==> src/rtl/fpu_pkg.sv <==
// Shared FPU request types, field widths and status encodings.
// No ports: the request struct, the one-hot status constants and a one-hot checker.
package fpu_pkg;

  localparam int unsigned SIGN_W   = 1;
  localparam int unsigned EXP_W    = 7;
  localparam int unsigned MANT_W   = 24;
  localparam int unsigned WORD_W   = SIGN_W + EXP_W + MANT_W;
  localparam int unsigned OP_W     = 2;
  localparam int unsigned STATUS_W = 4;

  localparam logic [STATUS_W-1:0] ST_EXACT     = 4'b0001;
  localparam logic [STATUS_W-1:0] ST_INEXACT   = 4'b0010;
  localparam logic [STATUS_W-1:0] ST_OVERFLOW  = 4'b0100;
  localparam logic [STATUS_W-1:0] ST_UNDERFLOW = 4'b1000;

  // 66-bit operand request as queued in the FIFO
  typedef struct packed {
    logic [WORD_W-1:0] a;
    logic [WORD_W-1:0] b;
    logic [OP_W-1:0]   op;
  } fpu_req_t;

  // True only for one of the four legal status codes (0000 is illegal)
  function automatic logic is_onehot(input logic [STATUS_W-1:0] s);
    case (s)
      ST_EXACT, ST_INEXACT, ST_OVERFLOW, ST_UNDERFLOW: return 1'b1;
      default:                                         return 1'b0;
    endcase
  endfunction

endpackage

==> src/rtl/fpu_req_fifo.sv <==
// Request FIFO for the FPU sequencer; pointers wrap modulo DEPTH (power of two).
// Ports: clk, reset (async, active-low); i_push/i_data write side; i_pop/o_data
// read side (o_data shows the head); o_count fill level; o_full/o_empty from the
// registered count only.
module fpu_req_fifo
  import fpu_pkg::*;
#(
  parameter int unsigned DEPTH = 4,
  parameter type         T     = fpu_req_t
) (
  input  logic                   clk,
  input  logic                   reset,
  input  logic                   i_push,
  input  T                       i_data,
  input  logic                   i_pop,
  output T                       o_data,
  output logic [$clog2(DEPTH):0] o_count,
  output logic                   o_full,
  output logic                   o_empty
);

  localparam int unsigned PTR_W = $clog2(DEPTH);
  localparam int unsigned CNT_W = PTR_W + 1;

  T                 r_mem [DEPTH];
  logic [PTR_W-1:0] r_wr_ptr;
  logic [PTR_W-1:0] r_rd_ptr;
  logic [CNT_W-1:0] r_count;
  logic             w_push;
  logic             w_pop;

  // Full/empty come from the registered count, so a pop never frees a slot in the same cycle
  assign o_full  = (r_count == CNT_W'(DEPTH));
  assign o_empty = (r_count == '0);
  assign w_push  = i_push && !o_full;
  assign w_pop   = i_pop && !o_empty;
  assign o_data  = r_mem[r_rd_ptr];
  assign o_count = r_count;

  // Storage needs no reset: stale entries are unreachable once the pointers clear
  always_ff @(posedge clk) begin
    if (w_push) r_mem[r_wr_ptr] <= i_data;
  end

  always_ff @(posedge clk or negedge reset) begin
    if (!reset) begin
      r_wr_ptr <= '0;
      r_rd_ptr <= '0;
      r_count  <= '0;
    end else begin
      if (w_push) r_wr_ptr <= r_wr_ptr + PTR_W'(1);
      if (w_pop)  r_rd_ptr <= r_rd_ptr + PTR_W'(1);
      r_count <= r_count + CNT_W'(w_push) - CNT_W'(w_pop);
    end
  end

endmodule

==> src/rtl/fpu_sequencer.sv <==
// Queues operand requests, presents each to the FPU core for HOLD_CYCLES, then
// captures and emits the result with a valid/ready handshake.
// Ports: clk, reset (async, active-low); in_valid/in_ready/in_a/in_b/in_op request
// side; fpu_a/fpu_b/fpu_op to the core, fpu_data/fpu_status from it;
// out_valid/out_ready/out_data/out_status result side; occupancy FIFO fill;
// status_err sticky flag for a non-one-hot captured status.
module fpu_sequencer
  import fpu_pkg::*;
#(
  parameter int unsigned DEPTH       = 4,
  parameter int unsigned HOLD_CYCLES = 64
) (
  input  logic                   clk,
  input  logic                   reset,
  input  logic                   in_valid,
  output logic                   in_ready,
  input  logic [WORD_W-1:0]      in_a,
  input  logic [WORD_W-1:0]      in_b,
  input  logic [OP_W-1:0]        in_op,
  output logic [WORD_W-1:0]      fpu_a,
  output logic [WORD_W-1:0]      fpu_b,
  output logic [OP_W-1:0]        fpu_op,
  input  logic [WORD_W-1:0]      fpu_data,
  input  logic [STATUS_W-1:0]    fpu_status,
  output logic                   out_valid,
  input  logic                   out_ready,
  output logic [WORD_W-1:0]      out_data,
  output logic [STATUS_W-1:0]    out_status,
  output logic [$clog2(DEPTH):0] occupancy,
  output logic                   status_err
);

  localparam int unsigned CTR_W = $clog2(HOLD_CYCLES);

  typedef enum logic [1:0] {
    S_IDLE,
    S_HOLD,
    S_EMIT
  } state_t;

  state_t               r_state;
  state_t               w_next;
  logic [CTR_W-1:0]     r_ctr;
  logic [WORD_W-1:0]    r_fpu_a;
  logic [WORD_W-1:0]    r_fpu_b;
  logic [OP_W-1:0]      r_fpu_op;
  logic                 r_out_valid;
  logic [WORD_W-1:0]    r_out_data;
  logic [STATUS_W-1:0]  r_out_status;
  logic                 r_status_err;
  fpu_req_t             w_push_req;
  fpu_req_t             w_head;
  logic                 w_full;
  logic                 w_empty;
  logic                 w_pop;
  logic                 w_ctr_dec;
  logic                 w_capture;
  logic                 w_release;

  assign w_push_req = '{a: in_a, b: in_b, op: in_op};
  assign in_ready   = !w_full;

  fpu_req_fifo #(
    .DEPTH (DEPTH),
    .T     (fpu_req_t)
  ) u_fifo (
    .clk     (clk),
    .reset   (reset),
    .i_push  (in_valid && in_ready),
    .i_data  (w_push_req),
    .i_pop   (w_pop),
    .o_data  (w_head),
    .o_count (occupancy),
    .o_full  (w_full),
    .o_empty (w_empty)
  );

  // State register
  always_ff @(posedge clk or negedge reset) begin
    if (!reset) r_state <= S_IDLE;
    else        r_state <= w_next;
  end

  // Next-state logic; EMIT goes straight back to HOLD when work is queued
  always_comb begin
    w_next = r_state;
    case (r_state)
      S_IDLE:  if (!w_empty) w_next = S_HOLD;
      S_HOLD:  if (r_ctr == '0) w_next = S_EMIT;
      S_EMIT:  if (out_ready) w_next = w_empty ? S_IDLE : S_HOLD;
      default: w_next = S_IDLE;
    endcase
  end

  // Datapath control strobes
  always_comb begin
    w_pop     = 1'b0;
    w_ctr_dec = 1'b0;
    w_capture = 1'b0;
    w_release = 1'b0;
    case (r_state)
      S_IDLE: w_pop = !w_empty;
      S_HOLD: begin
        w_capture = (r_ctr == '0);
        w_ctr_dec = (r_ctr != '0);
      end
      S_EMIT: begin
        w_release = out_ready;
        w_pop     = out_ready && !w_empty;
      end
      default: ;
    endcase
  end

  // Operand hold registers, hold counter and result capture
  always_ff @(posedge clk or negedge reset) begin
    if (!reset) begin
      r_ctr        <= '0;
      r_fpu_a      <= '0;
      r_fpu_b      <= '0;
      r_fpu_op     <= '0;
      r_out_valid  <= 1'b0;
      r_out_data   <= '0;
      r_out_status <= '0;
      r_status_err <= 1'b0;
    end else begin
      if (w_pop) begin
        r_fpu_a  <= w_head.a;
        r_fpu_b  <= w_head.b;
        r_fpu_op <= w_head.op;
        r_ctr    <= CTR_W'(HOLD_CYCLES - 1);
      end else if (w_ctr_dec) begin
        r_ctr <= r_ctr - CTR_W'(1);
      end
      if (w_capture) begin
        r_out_valid  <= 1'b1;
        r_out_data   <= fpu_data;
        r_out_status <= fpu_status;
        if (!is_onehot(fpu_status)) r_status_err <= 1'b1;
      end else if (w_release) begin
        r_out_valid <= 1'b0;
      end
    end
  end

  assign fpu_a      = r_fpu_a;
  assign fpu_b      = r_fpu_b;
  assign fpu_op     = r_fpu_op;
  assign out_valid  = r_out_valid;
  assign out_data   = r_out_data;
  assign out_status = r_out_status;
  assign status_err = r_status_err;

endmodule

==> config.mk <==
export PLATFORM = sky130hd
export DESIGN_NAME = fpu_sequencer
export DESIGN_NICKNAME = d
export VERILOG_FILES = /design/src/rtl/fpu_pkg.sv /design/src/rtl/fpu_req_fifo.sv /design/src/rtl/fpu_sequencer.sv
export SDC_FILE = /design/constraint.sdc
export NUM_CORES = 1
export LEC_CHECK = 0
export BUFFER_PORTS_ARGS = -buffer_cell sky130_fd_sc_hd__buf_4
export CORE_ASPECT_RATIO = 0.75
export CORE_MARGIN = 5
export CORE_UTILIZATION = 40
export DETAILED_ROUTE_END_ITERATION = 10
export HOLD_SLACK_MARGIN = 0.06
export PLACE_DENSITY_LB_ADDON = 0.25
export SLEW_MARGIN = 10
export SYNTH_ARGS = -nofsm -noshare
export SYNTH_HDL_FRONTEND = slang
export SYNTH_HIERARCHICAL = 1
export SYNTH_SLANG_ARGS = --single-unit
==> constraint.sdc <==
create_clock -name clk -period 5 [get_ports clk]
set_input_delay 0.75 -clock clk [delete_from_list [all_inputs] [get_ports clk]]
set_output_delay 0.75 -clock clk [all_outputs]
set_load 0.005 [all_outputs]
# After elaboration in Yosys (flattened, before gate mapping)

Memories as Yosys holds them, arrays and structs flattened. A register that Yosys moved wholly into a read port is not among the register bits.
Cells that the tools add are included.

Reduce and logical (&&, ||, !) cells: 16
Eq/ne operators: 10
Bitwise gates (word level): 1
$add $sub $neg: 5
Mux-type cells: 17

Operators with widths:

| operator                                         | count |
|---|---|
| two-way mux 6 bit                                | 2 |
| two-way mux 1 bit                                | 10 |
| logical NOT 6 bit                                | 1 |
| two-way mux 2 bit                                | 3 |
| != test 2 bit, second input constant             | 3 |
| one-hot mux 2 bit (3 select lines)               | 1 |
| nonzero test 6 bit                               | 1 |
| subtractor 6 x 1 -> 6 bit, second input constant | 1 |
| adder 2 x 1 -> 2 bit, second input constant      | 2 |
| == test 4 x 1 -> 1 bit, second input constant    | 1 |
| == test 4 x 2 -> 1 bit, second input constant    | 1 |
| == test 4 x 3 -> 1 bit, second input constant    | 1 |
| == test 4 bit, second input constant             | 1 |
| logical AND 1 bit                                | 4 |
| nonzero test 2 bit                               | 2 |
| OR reduction 4 bit                               | 1 |
| adder 3 x 1 -> 3 bit                             | 1 |
| == test 3 bit, second input constant             | 1 |
| logical NOT 1 bit                                | 3 |
| logical NOT 3 bit                                | 1 |
| AND reduction 3 bit                              | 1 |
| subtractor 3 x 1 -> 3 bit                        | 1 |
| == test 2 x 1 -> 1 bit, second input constant    | 1 |
| == test 2 bit, second input constant             | 1 |
| other kinds (4)                                  | 4 |

Flip-flop bits (word level): 53
RAM bits: 264
Memories kept: 1
Word-level logic and storage cells: 59
Output and inout bits: 108
Bits of input ports: 106

Memory list:

| name         | words | width | rd ports | clocked after memory_dff | wr ports | line               | text |
|---|---|---|---|---|---|---|---|
| u_fifo.r_mem | 4     | 66    | 1        | 1                        | 1        | fpu_req_fifo.sv:25 | `T r_mem [DEPTH];` |

# Logic depth before layout (Yosys ltp)

Gate-level depths: netlist (run 1).

Depth in word-level cells: 6
Gate-level depth with buffers: 14
Depth with buffers taken out: 13

# By module

The synthesis (run 1) kept the hierarchy.

Modules (own cells, without submodules):

| module        | cells each | instances | sequential area each (um2) | area each (um2) |
|---|---|---|---|---|
| fpu_req_fifo  | 386        | 1         | 8102.8                     | 10009.6 |
| fpu_sequencer | 275        | 1         | 2802.7                     | 4375.4 |

# Worst setup path after synthesis (run 1)

OpenSTA, ideal clock, no wires.

Path type: input-to-reg
From: in in_valid
To: mem u_fifo/r_mem[0][0] (netlist bit), enable pin
Buffers on the path: 0
Required time: 4.569 ns
Arrival: 2.711 ns
Library setup time: 0.431 ns
Setup slack: 1.858 ns
Stages: 2
Cell sequence: nor2b_1 > and3b_1

Cells in the longest elaborated chain, start to end: 4

Ends and longest elaborated chain:

| item                                    | line                | text |
|---|---|---|
| start, declared                         | fpu_sequencer.sv:15 | `input logic in_valid,` |
| logical AND 1 bit                       | fpu_sequencer.sv:69 | `.i_push (in_valid && in_ready),` |
| logical AND 1 bit                       | fpu_req_fifo.sv:35  | `assign w_push = i_push && !o_full;` |
| two-way mux 1 bit                       | fpu_req_fifo.sv:42  | `if (w_push) r_mem[r_wr_ptr] <= i_data;` |
| two-way mux 1 bit (implied by the code) | fpu_req_fifo.sv:42  |  |
| end, declared                           | fpu_req_fifo.sv:25  |  |

No other way between the ends.

# Final worst setup path (run 1)

From: reg u_fifo.r_count[2], in the netlist u_fifo/o_count[2]
To: mem u_fifo/r_mem[0][40] (netlist bit), enable pin

Cells in the longest elaborated chain, start to end: 6

Ends and longest elaborated chain:

| item                                        | line                                    | text |
|---|---|---|
| start, declared                             | fpu_req_fifo.sv:28                      | `logic [CNT_W-1:0] r_count;` |
| start signal, assigned                      | fpu_req_fifo.sv:53                      | `r_count <= r_count + CNT_W'(w_push) - CNT_W'(w_pop);` |
| == test 3 bit (*)                           | fpu_req_fifo.sv:33                      | `assign o_full = (r_count == CNT_W'(DEPTH));` |
| net w_full                                  | fpu_sequencer.sv:53                     | `logic w_full;` |
| logical NOT 1 bit (*)                       | fpu_req_fifo.sv:35, fpu_sequencer.sv:61 |  |
| logical AND 1 bit                           | fpu_sequencer.sv:69                     |  |
| logical AND 1 bit (*)                       | fpu_req_fifo.sv:35                      |  |
| two-way mux 1 bit (*)                       | fpu_req_fifo.sv:42                      |  |
| two-way mux 1 bit (implied by the code) (*) | fpu_req_fifo.sv:42                      |  |

Mark *: on every way through the listed nets, which the timed path passes. The rest lies on a longest branch.

==> results of run 1 <==
cell families after synthesis:
group                    Yosys count  share of synthesized area
multiplexers                     170                      0.185
AO/OA/AOI/OAI                     22                     0.0105
AND/OR/NAND/NOR                   32                     0.0163
XOR/XNOR                           5                    0.00304
buffers and inverters             40                     0.0191
adder cells (fa/ha/maj)            9                    0.00835
flip-flops                       383                      0.758
metal layers:
metal | vias to the layer above | GRT usage
li1 | 3113 | -
met1 | 3693 | 0.217
met2 | 142 | 0.231
met3 | 51 | 0.0364
met4 | 4 | 0.0451
met5 | - | 0
registers in the layout, indices dropped and copies added (netlist names):
| register | count |
|---|---|
| u_fifo/r_rd_ptr | 2 |
| r_ctr | 6 |
| status_err | 1 |
| out_data | 32 |
| out_status | 4 |
| u_fifo/r_wr_ptr | 2 |
| u_fifo/r_mem | 264 |
| r_state | 2 |
| u_fifo/o_count | 3 |
| fpu_a | 32 |
| fpu_op | 2 |
| out_valid | 1 |
| fpu_b | 32 |
metrics by stage:
stage / std cells / setup WS, ns / hold slack [ns] / util / instance area (sq um)
after floorplan: 661 / 1.86 / 0.454 / - / 14400
after global placement: 1320 / 2.06 / 0.463 / 0.461 / 16400
after detailed placement: 1320 / 2.01 / 0.459 / 0.461 / 16400
after CTS: 1391 / 2.11 / 0.327 / 0.496 / 17700
after global routing: 1392 / 1.89 / 0.362 / 0.496 / 17700
final: 1392 / 2.13 / 0.283 / 0.496 / 17700
Yosys cell counts (all sizes together) (3+ instances only):
| master | n |
|---|---|
| inv | 13 |
| xnor2 | 4 |
| o31ai | 3 |
| mux4 | 66 |
| edfxtp | 264 |
| mux2 | 102 |
| dfrtp | 119 |
| ha | 8 |
| nand2 | 3 |
| and3b | 4 |
| a21oi | 3 |
| o211ai | 3 |
| nand2b | 7 |
| buf | 27 |
| nand3 | 3 |
| nor2b | 3 |
| o21ai | 6 |
critical path, stage by stage (launching register included):
cell and delay (ns):
dfrtp_1 0.47, nor3b_2 0.25, nor2b_1 0.45, and3b_4 0.95
buf_4 0.41
final timing paths:
check                                   from                   to  slack [ns]  cells past startpoint
setup / recovery           u_fifo/o_count[2]  u_fifo/r_mem[0][40]        2.13                      4
min in group clk                    in_a[29]  u_fifo/r_mem[1][63]        0.42                      1
hold / removal                         reset         out_data[22]        0.28                      1
setup reg to reg           u_fifo/o_count[2]  u_fifo/r_mem[0][40]        2.13                      4
hold reg to reg                   status_err           status_err        0.47                      2
max in group asynchronous              reset            fpu_b[12]        3.68                      2
report_power, final:
part           internal, mW  total, mW  switching [mW]  leakage (nW)
logic                  1.51       2.52            1.01          2.16
clock network          1.66       2.83            1.17         0.622
registers              4.30       4.90           0.599          3.81
total                  7.47       10.3            2.78          6.59
area by class of cell:
type,count,area (sq um)
diodes,1,2.50
clock buffers,52,1110
clock inverters,19,149
fillers,2927,18000
inverters,13,50.0
multi-input cells,238,3220
flip-flops and latches,383,10900
well taps,465,582
repair buffers,221,1660
==> results_dict.tcl, run 1 <==
set metrics [dict create \
    critPathLaunchType "flip-flop" \
    drv_cap 0 \
    yosys_warnings 6 \
    netlist_area_sq_um 14400 \
    netlist.area_leader.share 0.551 \
    final-hold-violation-count 0 \
    synth_edf_count 264 \
    synth-seq-cells 383 \
    dr.max_layer_used "met5" \
    grtUsageTotal 0.151 \
    final_cell_mix "264 x edfxtp_1, 220 x buf_4, 117 x dfrtp_1" \
    via_per_inst 5.03 \
    clock_latency_ns 0.53 \
    synth_cells 661 \
    synth.distinct_cells 45 \
    syn-num-nets 776 \
    synthTopCellsByArea "edfxtp_1 55%, dfrtp_1 21%, mux4_2 10%, mux2_2 7.9%, ha_1 0.70%" \
    met2_length_mm 14.1 \
    io_pins 214 \
    layout.nets 1011 \
    fin_crit_ns 2.87 \
    clock-sinks 383 \
    grt_pass1_vias 7487 \
    holdBufCountCts 0 \
    synth.avg_cell_area_sq_um 21.8 \
    rows 60 \
    route.met3.wl_mm 1.32 \
    hp-class "primary input to async pin" \
    path_clk_slew_ns 0.06 \
    totalWireLength_mm 29.8 \
    cts_tree "done" \
    wl_met1_mm 13.8 \
    post-route-period-util 0.575 \
    grt_overflow 0 \
    synth_top_area_cell "edfxtp_1" \
    io_buffers 213 \
    p_total_mw 10.3 \
    slew_violations 0 \
    clock_skew_ns 0.0149 \
    grt_pass1_wl_mm 46.7 \
    ant_nets 0 \
    gp_congestion 0.761 \
    relSlewSlack 0.288 \
    p_per_area_nw_per_um2 580 \
    dieArea_sq_um 39900 \
    cts_setup_buffers 0 \
    cts-htree-levels 2 \
    grt_antenna_before_repair 3 \
    crit_type "flip-flop to flip-flop" \
    max_slew.worst_pin.slew_ns 1.07 \
    rsz0062_at_grt "false" \
    synth_seq_area_share 0.758 \
    vdd_drop_max_v 0.000331 \
    start_util 0.403 \
    drive_gt1_frac 0.495 \
    required_ns 5.20 \
    setup-tns-final_ns 0 \
    core_sq_um 35700 \
    p_leak_nw 6.59 \
    first_pass_iters 4 \
    outcome "finished clean" \
    cts_resized 0 \
    die_h_um 174 \
    fmax_mhz 348 \
    worst-path-max-fanout 50 \
    clock_path_buffers 3 \
    area_delta_synth_final_pct 22.9 \
    mostFrequentLayoutCell "edfxtp_1" \
    cts_made_buffers 39 \
    drtIter0Drc 415 \
    num_vias 7003 \
    grt_max_degree 83 \
    crit_arrival_ns 3.08 \
    end_kind "flip-flop" \
    dieWidth_um 229 \
    remaining_drc_errors 0 \
    synth_ff_type "edfxtp_1" \
    async_flop_share 0.311 \
    place_hpwl_mm 18.7 \
    cts_root_buffer "clkbuf_16" \
    setup-violations-final 0 \
    wl_per_cell_um 21.4 \
]
No activity file was read; power rests on OpenSTA's default activity.
==> run 2: changes to the inputs <==
--- a/config.mk
+++ b/config.mk
@@ -5,6 +5,7 @@
 export SDC_FILE = /design/constraint.sdc
 export NUM_CORES = 1
 export LEC_CHECK = 0
+export ABC_AREA = 1
 export BUFFER_PORTS_ARGS = -buffer_cell sky130_fd_sc_hd__buf_4
 export CORE_ASPECT_RATIO = 0.75
 export CORE_MARGIN = 5
==> constraint.sdc (replaced) <==
create_clock -name clk -period 2.86 [get_ports clk]
set_input_delay 0.429 -clock clk [delete_from_list [all_inputs] [get_ports clk]]
set_output_delay 0.429 -clock clk [all_outputs]
set_load 0.005 [all_outputs]
==> results_dict.tcl, run 2 <==
set metrics [dict create \
    outcome "finished clean" \
    io_buffers 213 \
    yosys_warnings 6 \
    relSlewSlack 0.399 \
    crit_type "flip-flop to flip-flop" \
    synth-seq-cells 383 \
    fmax_mhz 440 \
    path_common_cell "inv_1" \
    antenna_cells 0 \
    remaining_drc_errors 0 \
    gp_congestion 0.782 \
    synth_edf_count 264 \
    clock_skew_ns 0.0191 \
    synth.avg_cell_area_sq_um 10.8 \
    p_total_mw 19.3 \
    area_delta_synth_final_pct 23.0 \
    synth_seq_area_share 0.716 \
    synth.distinct_cells 21 \
    clock-sinks 383 \
    end_kind "flip-flop" \
    max_slew.worst_pin.slew_ns 0.902 \
    netlist_area_sq_um 15200 \
    grt_pass1_wl_mm 54.1 \
    drv_cap 0 \
    cts_root_buffer "clkbuf_16" \
    cp_slowest_cell "dfrtp_1" \
    worst-path-max-fanout 5 \
    async_flop_share 0.311 \
    ant_nets 0 \
    p_leak_nw 8.26 \
    slew_violations 0 \
    post-route-period-util 0.794 \
    cts_tree "done" \
    cts-htree-levels 2 \
    fin_crit_ns 2.27 \
    p_seq_frac 0.416 \
    p_per_area_nw_per_um2 1030 \
    power_frac_comb 0.305 \
    path_clk_slew_ns 0.06 \
    synthTopCellsByArea "edfxtp_1 52%, dfrtp_1 20%, nand2_1 13%, nor2_1 3.5%, o21ai_0 2.9%" \
    p_int_mw 13.0 \
    cts_resized 0 \
    rows 61 \
    synth_ff_type "edfxtp_1" \
    wl_per_cell_um 15.8 \
    mostFrequentLayoutCell "nand2_1" \
    grt_max_degree 118 \
    power.switching_mw 6.31 \
    cpPeakStageDelay_ns 0.44 \
    synthTopCellsByCount "541 x nand2_1, 264 x edfxtp_1, 142 x nor2_1, 119 x dfrtp_1, 96 x inv_1" \
    drive_gt1_frac 0.188 \
    nFillCells 3289 \
    dieWidth_um 235 \
    grt_pass1_vias 9833 \
    first_pass_iters 5 \
    clkPwrFrac 0.279 \
    clock_latency_ns 0.53 \
    worstPathCellList "nor2_1 > nand2_1 > inv_1 > nor2_1 > o21ai_4 > inv_2 > nand2_1 > inv_1 > ha_1 > inv_1 > ha_1 > inv_1 > fa_1 > nand3_1 > nand2_1" \
    rsz0062_at_grt "false" \
    drtIter0Drc 634 \
    utilization 0.502 \
    final-hold-violation-count 0 \
    synth_top_area_cell "edfxtp_1" \
    netlist.area_leader.share 0.521 \
    synth_cells 1406 \
    vdd_drop_max_v 0.000583 \
    layout.nets 1729 \
    swShare 0.326 \
    grt_antenna_before_repair 0 \
    place_hpwl_mm 19.8 \
    grtUsageTotal 0.160 \
    required_ns 3.27 \
    critPathLaunchType "flip-flop" \
    crit_arrival_ns 2.68 \
    num_vias 9982 \
    top_register "u_fifo/r_mem" \
    totalWireLength_mm 34.0 \
    largest_reg_flops 264 \
    io_pins 214 \
    start_util 0.408 \
    syn-num-nets 1521 \
    final_cell_mix "541 x nand2_1, 264 x edfxtp_1, 222 x buf_4" \
    setup-violations-final 0 \
    yosysMostFrequentCell "nand2_1" \
    grt_overflow 0 \
    hp-class "primary input to flip-flop" \
    clock_path_buffers 3 \
    core_sq_um 37300 \
    die_h_um 179 \
    cts_made_buffers 38 \
    dieArea_sq_um 42100 \
    via_per_inst 4.65 \
]
run 2: power groups by stage:
stage | Clock, mW | Combinational [mW] | Sequential, mW
floorplan | 0 | 3.67 | 8.12
global placement | 0 | 5.90 | 8.13
detailed placement | 0 | 6.00 | 8.15
CTS | 5.55 | 6.04 | 8.05
global route | 5.75 | 6.75 | 8.18
finish | 5.40 | 5.89 | 8.04
run 2: cells by family after synthesis:
family / Yosys count / share of synthesized area
compound gates: 142 / 0.0469
fa+ha+maj: 9 / 0.00789
buf+inv: 166 / 0.0515
flops: 383 / 0.716
simple gates: 706 / 0.178
run 2: routing by layer:
metal,wire (um),global-route usage,share of wire,vias to the layer above
li1,-,-,-,4977
met1,15900,0.222,0.47,4755
met2,15500,0.260,0.46,205
met3,1890,0.0360,0.056,45
met4,628,0.0406,0.018,0
met5,0,0,0,-
run 2: timing repair:
action,in CTS,in global routing
hold buffers,1,0
setup buffers,0,0
hold endpoints to repair,23,0
run 2: cell type report:
class,count,area [sq um],share of cell area
clock buffers,49,1060,0.0568
clock inverters,19,303,0.0162
well taps,504,631,0.0337
multi-input cells,857,3580,0.191
repair buffers,233,1870,0.0997
flip-flops and latches,383,10900,0.582
inverters,101,382,0.0204
run 2: worst paths after layout:
check,start,to,slack [ns],depth (start not counted)
setup / recovery,u_fifo/o_count[1],u_fifo/o_count[2],0.59,15
min in group asynchronous,reset,fpu_b[7],0.38,2
hold / removal,fpu_data[15],out_data[15],0.1,3
setup reg to reg,u_fifo/o_count[1],u_fifo/o_count[2],0.59,15
max in group asynchronous,reset,u_fifo/o_count[1],1.82,3
hold reg to reg,fpu_a[22],fpu_a[22],0.48,2
run 2: critical path: cells and delay by family, from the launching register on:
kind	cells	cell delay, ns
AO/OA/AOI/OAI	1	0.09
buffers and inverters	5	0.29
flip-flops	1	0.44
AND/OR/NAND/NOR	6	0.63
adder cells (fa/ha/maj)	3	0.73
run 2: stage by stage:
step	worst slack, ns	instance area (sq um)	TNS [ns]	hold WS, ns	std cells
CTS	0.586	18700	0	0.0690	2146
detailed placement	0.600	17400	0	0.333	2077
finish	0.589	18700	0	0.0963	2146
global placement	0.631	17400	0	0.337	2077
global route	0.381	18700	0	0.0759	2146
floorplan	-0.320	15200	-84.42	0.133	1406
==> run 3: changes to the inputs <==
--- a/config.mk
+++ b/config.mk
@@ -5,7 +5,7 @@
 export SDC_FILE = /design/constraint.sdc
 export NUM_CORES = 1
 export LEC_CHECK = 0
-export ABC_AREA = 1
+export ABC_AREA = 0
 export BUFFER_PORTS_ARGS = -buffer_cell sky130_fd_sc_hd__buf_4
 export CORE_ASPECT_RATIO = 0.75
 export CORE_MARGIN = 5
==> constraint.sdc (replaced) <==
create_clock -name clk -period 2.3 [get_ports clk]
set_input_delay 0.345 -clock clk [delete_from_list [all_inputs] [get_ports clk]]
set_output_delay 0.345 -clock clk [all_outputs]
set_load 0.005 [all_outputs]
==> results_dict.tcl, run 3 (synthesis gave the netlist of run 1 again) <==
set metrics [dict create \
    antenna_cells 0 \
    relSlewSlack 0.640 \
    clock-sinks 383 \
    setup-violations-final 0 \
    grt_max_degree 69 \
    drtIter0Drc 430 \
    dieWidth_um 229 \
    hp-start "fpu_status[2]" \
    hp-class "primary input to flip-flop" \
    layout.nets 1136 \
    vdd_drop_max_v 0.000579 \
    fmax_mhz 453 \
    crit_type "primary input to flip-flop" \
    grtUsageTotal 0.149 \
    via_per_inst 4.86 \
    worst-path-max-fanout 3 \
    die_h_um 174 \
    outcome "finished clean" \
    utilization 0.538 \
    num_vias 7364 \
    crit_arrival_ns 2.61 \
    clock_path_buffers 3 \
    p_leak_nw 7.21 \
    post-route-period-util 0.960 \
    p_per_area_nw_per_um2 1200 \
    mostFrequentLayoutCell "edfxtp_1" \
    slew_violations 0 \
    rr_endpoint "u_fifo/o_count[2]" \
    core_sq_um 35700 \
    holdPathStages 2 \
    ff2ff_path_depth 10 \
    max_slew.worst_pin.slew_ns 0.541 \
    fin_crit_ns 2.21 \
    cts_tree "done" \
    grt_overflow 0 \
    final-hold-violation-count 0 \
    top_register "u_fifo/r_mem" \
    timing.rr.start "u_fifo/o_count[1]" \
    rrSetupSlack_ns 0.12 \
    nFillCells 2821 \
    cts_made_buffers 39 \
    cts-htree-levels 2 \
    remaining_drc_errors 0 \
    design_area_sq_um 19200 \
    rsz0062_at_grt "true" \
    drv_cap 0 \
    grt_antenna_before_repair 0 \
    layout_setup_ws_ns 0.0913 \
    rows 60 \
    dieArea_sq_um 39900 \
    first_pass_iters 4 \
    io_buffers 213 \
    clock_skew_ns 0.00850 \
    grt_pass1_wl_mm 47.1 \
    register_area_sq_um 10900 \
    path_clk_slew_ns 0.06 \
    multi_input_area_sq_um 3270 \
    largest_reg_flops 264 \
    min_to "out_status[2]" \
    totalWireLength_mm 29.7 \
    clock_latency_ns 0.52 \
    ant_nets 0 \
    dp_slack_ns 0.0539 \
    place_area_sq_um 16800 \
    wl_per_cell_um 19.6 \
    final_cell_mix "264 x edfxtp_1, 228 x buf_4, 114 x dfrtp_1" \
    place_hpwl_mm 17.6 \
    cts_root_buffer "clkbuf_16" \
    grt_pass1_vias 8137 \
    drive_gt1_frac 0.465 \
    start_util 0.403 \
    end_kind "flip-flop" \
    gp_congestion 0.739 \
    io_pins 214 \
    required_ns 2.70 \
    area_delta_synth_final_pct 33.3 \
    critPathLaunchType "primary input" \
]
## run 3: stage by stage
| step | setup TNS [ns] | power [mW] | instances | hold WS, ns |
|---|---|---|---|---|
| 2_1_floorplan | -7.56 | 13.8 | 661 | 0.0494 |
| 3_3_place_gp | 0 | 16.7 | 1341 | 0.346 |
| 3_5_place_dp | 0 | 16.7 | 1341 | 0.348 |
| 4_1_cts | 0 | 23.4 | 1515 | 0.0689 |
| 5_1_grt | -0.00654 | 24.4 | 1516 | 0.0815 |
| 6_report | 0 | 23.1 | 1516 | 0.104 |
## run 3: final cells by class
class,count,share of cell area
clock buffers,58,0.0605
clock inverters,13,0.00874
inverters,13,0.00267
multi-input cells,238,0.170
flip-flops and latches,383,0.569
well taps,465,0.0303
repair buffers,346,0.158
## run 3: worst max-delay path, cell delays in order
cell	delay (ns)
dlygate4sd3_1	0.55
buf_4	0.14
nand2b_1	0.16
nand2_2	0.11
inv_4	0.05
o31ai_4	0.05
inv_1	0.08
ha_1	0.29
inv_1	0.05
ha_1	0.12
inv_1	0.05
fa_2	0.35
xnor2_2	0.14
xnor2_1	0.12
## run 3: worst max path at each step
stage                                 start  depth (start not counted)                 to
final                             out_ready                         14  u_fifo/o_count[2]
after global routing      u_fifo/o_count[2]                         13  u_fifo/o_count[2]
after CTS                 u_fifo/o_count[2]                         13  u_fifo/o_count[2]
after detailed placement  u_fifo/o_count[2]                         13  u_fifo/o_count[2]
after global placement    u_fifo/o_count[2]                         13  u_fifo/o_count[2]
after floorplan           u_fifo/o_count[2]                         14  u_fifo/o_count[2]
## run 3: timing repair
action,4_1_cts,5_1_grt
gates resized for setup,0,7
hold buffers,103,0
hold endpoints to repair,341,0
endpoints found under the setup margin,0,2
buffers inserted,0,1
## run 3: power breakdown
part / internal [mW] / switching (mW)
registers: 9.35 / 0.815
logic: 3.70 / 2.74
clock network: 3.95 / 2.52
## run 3: routing by layer
layer  vias up  track usage  part of all wire
met2       149        0.248              0.50
met5         -            0                 0
met3        37       0.0318             0.047
met1      3813        0.205              0.43
li1       3365            -                 -
met4         0       0.0348             0.016
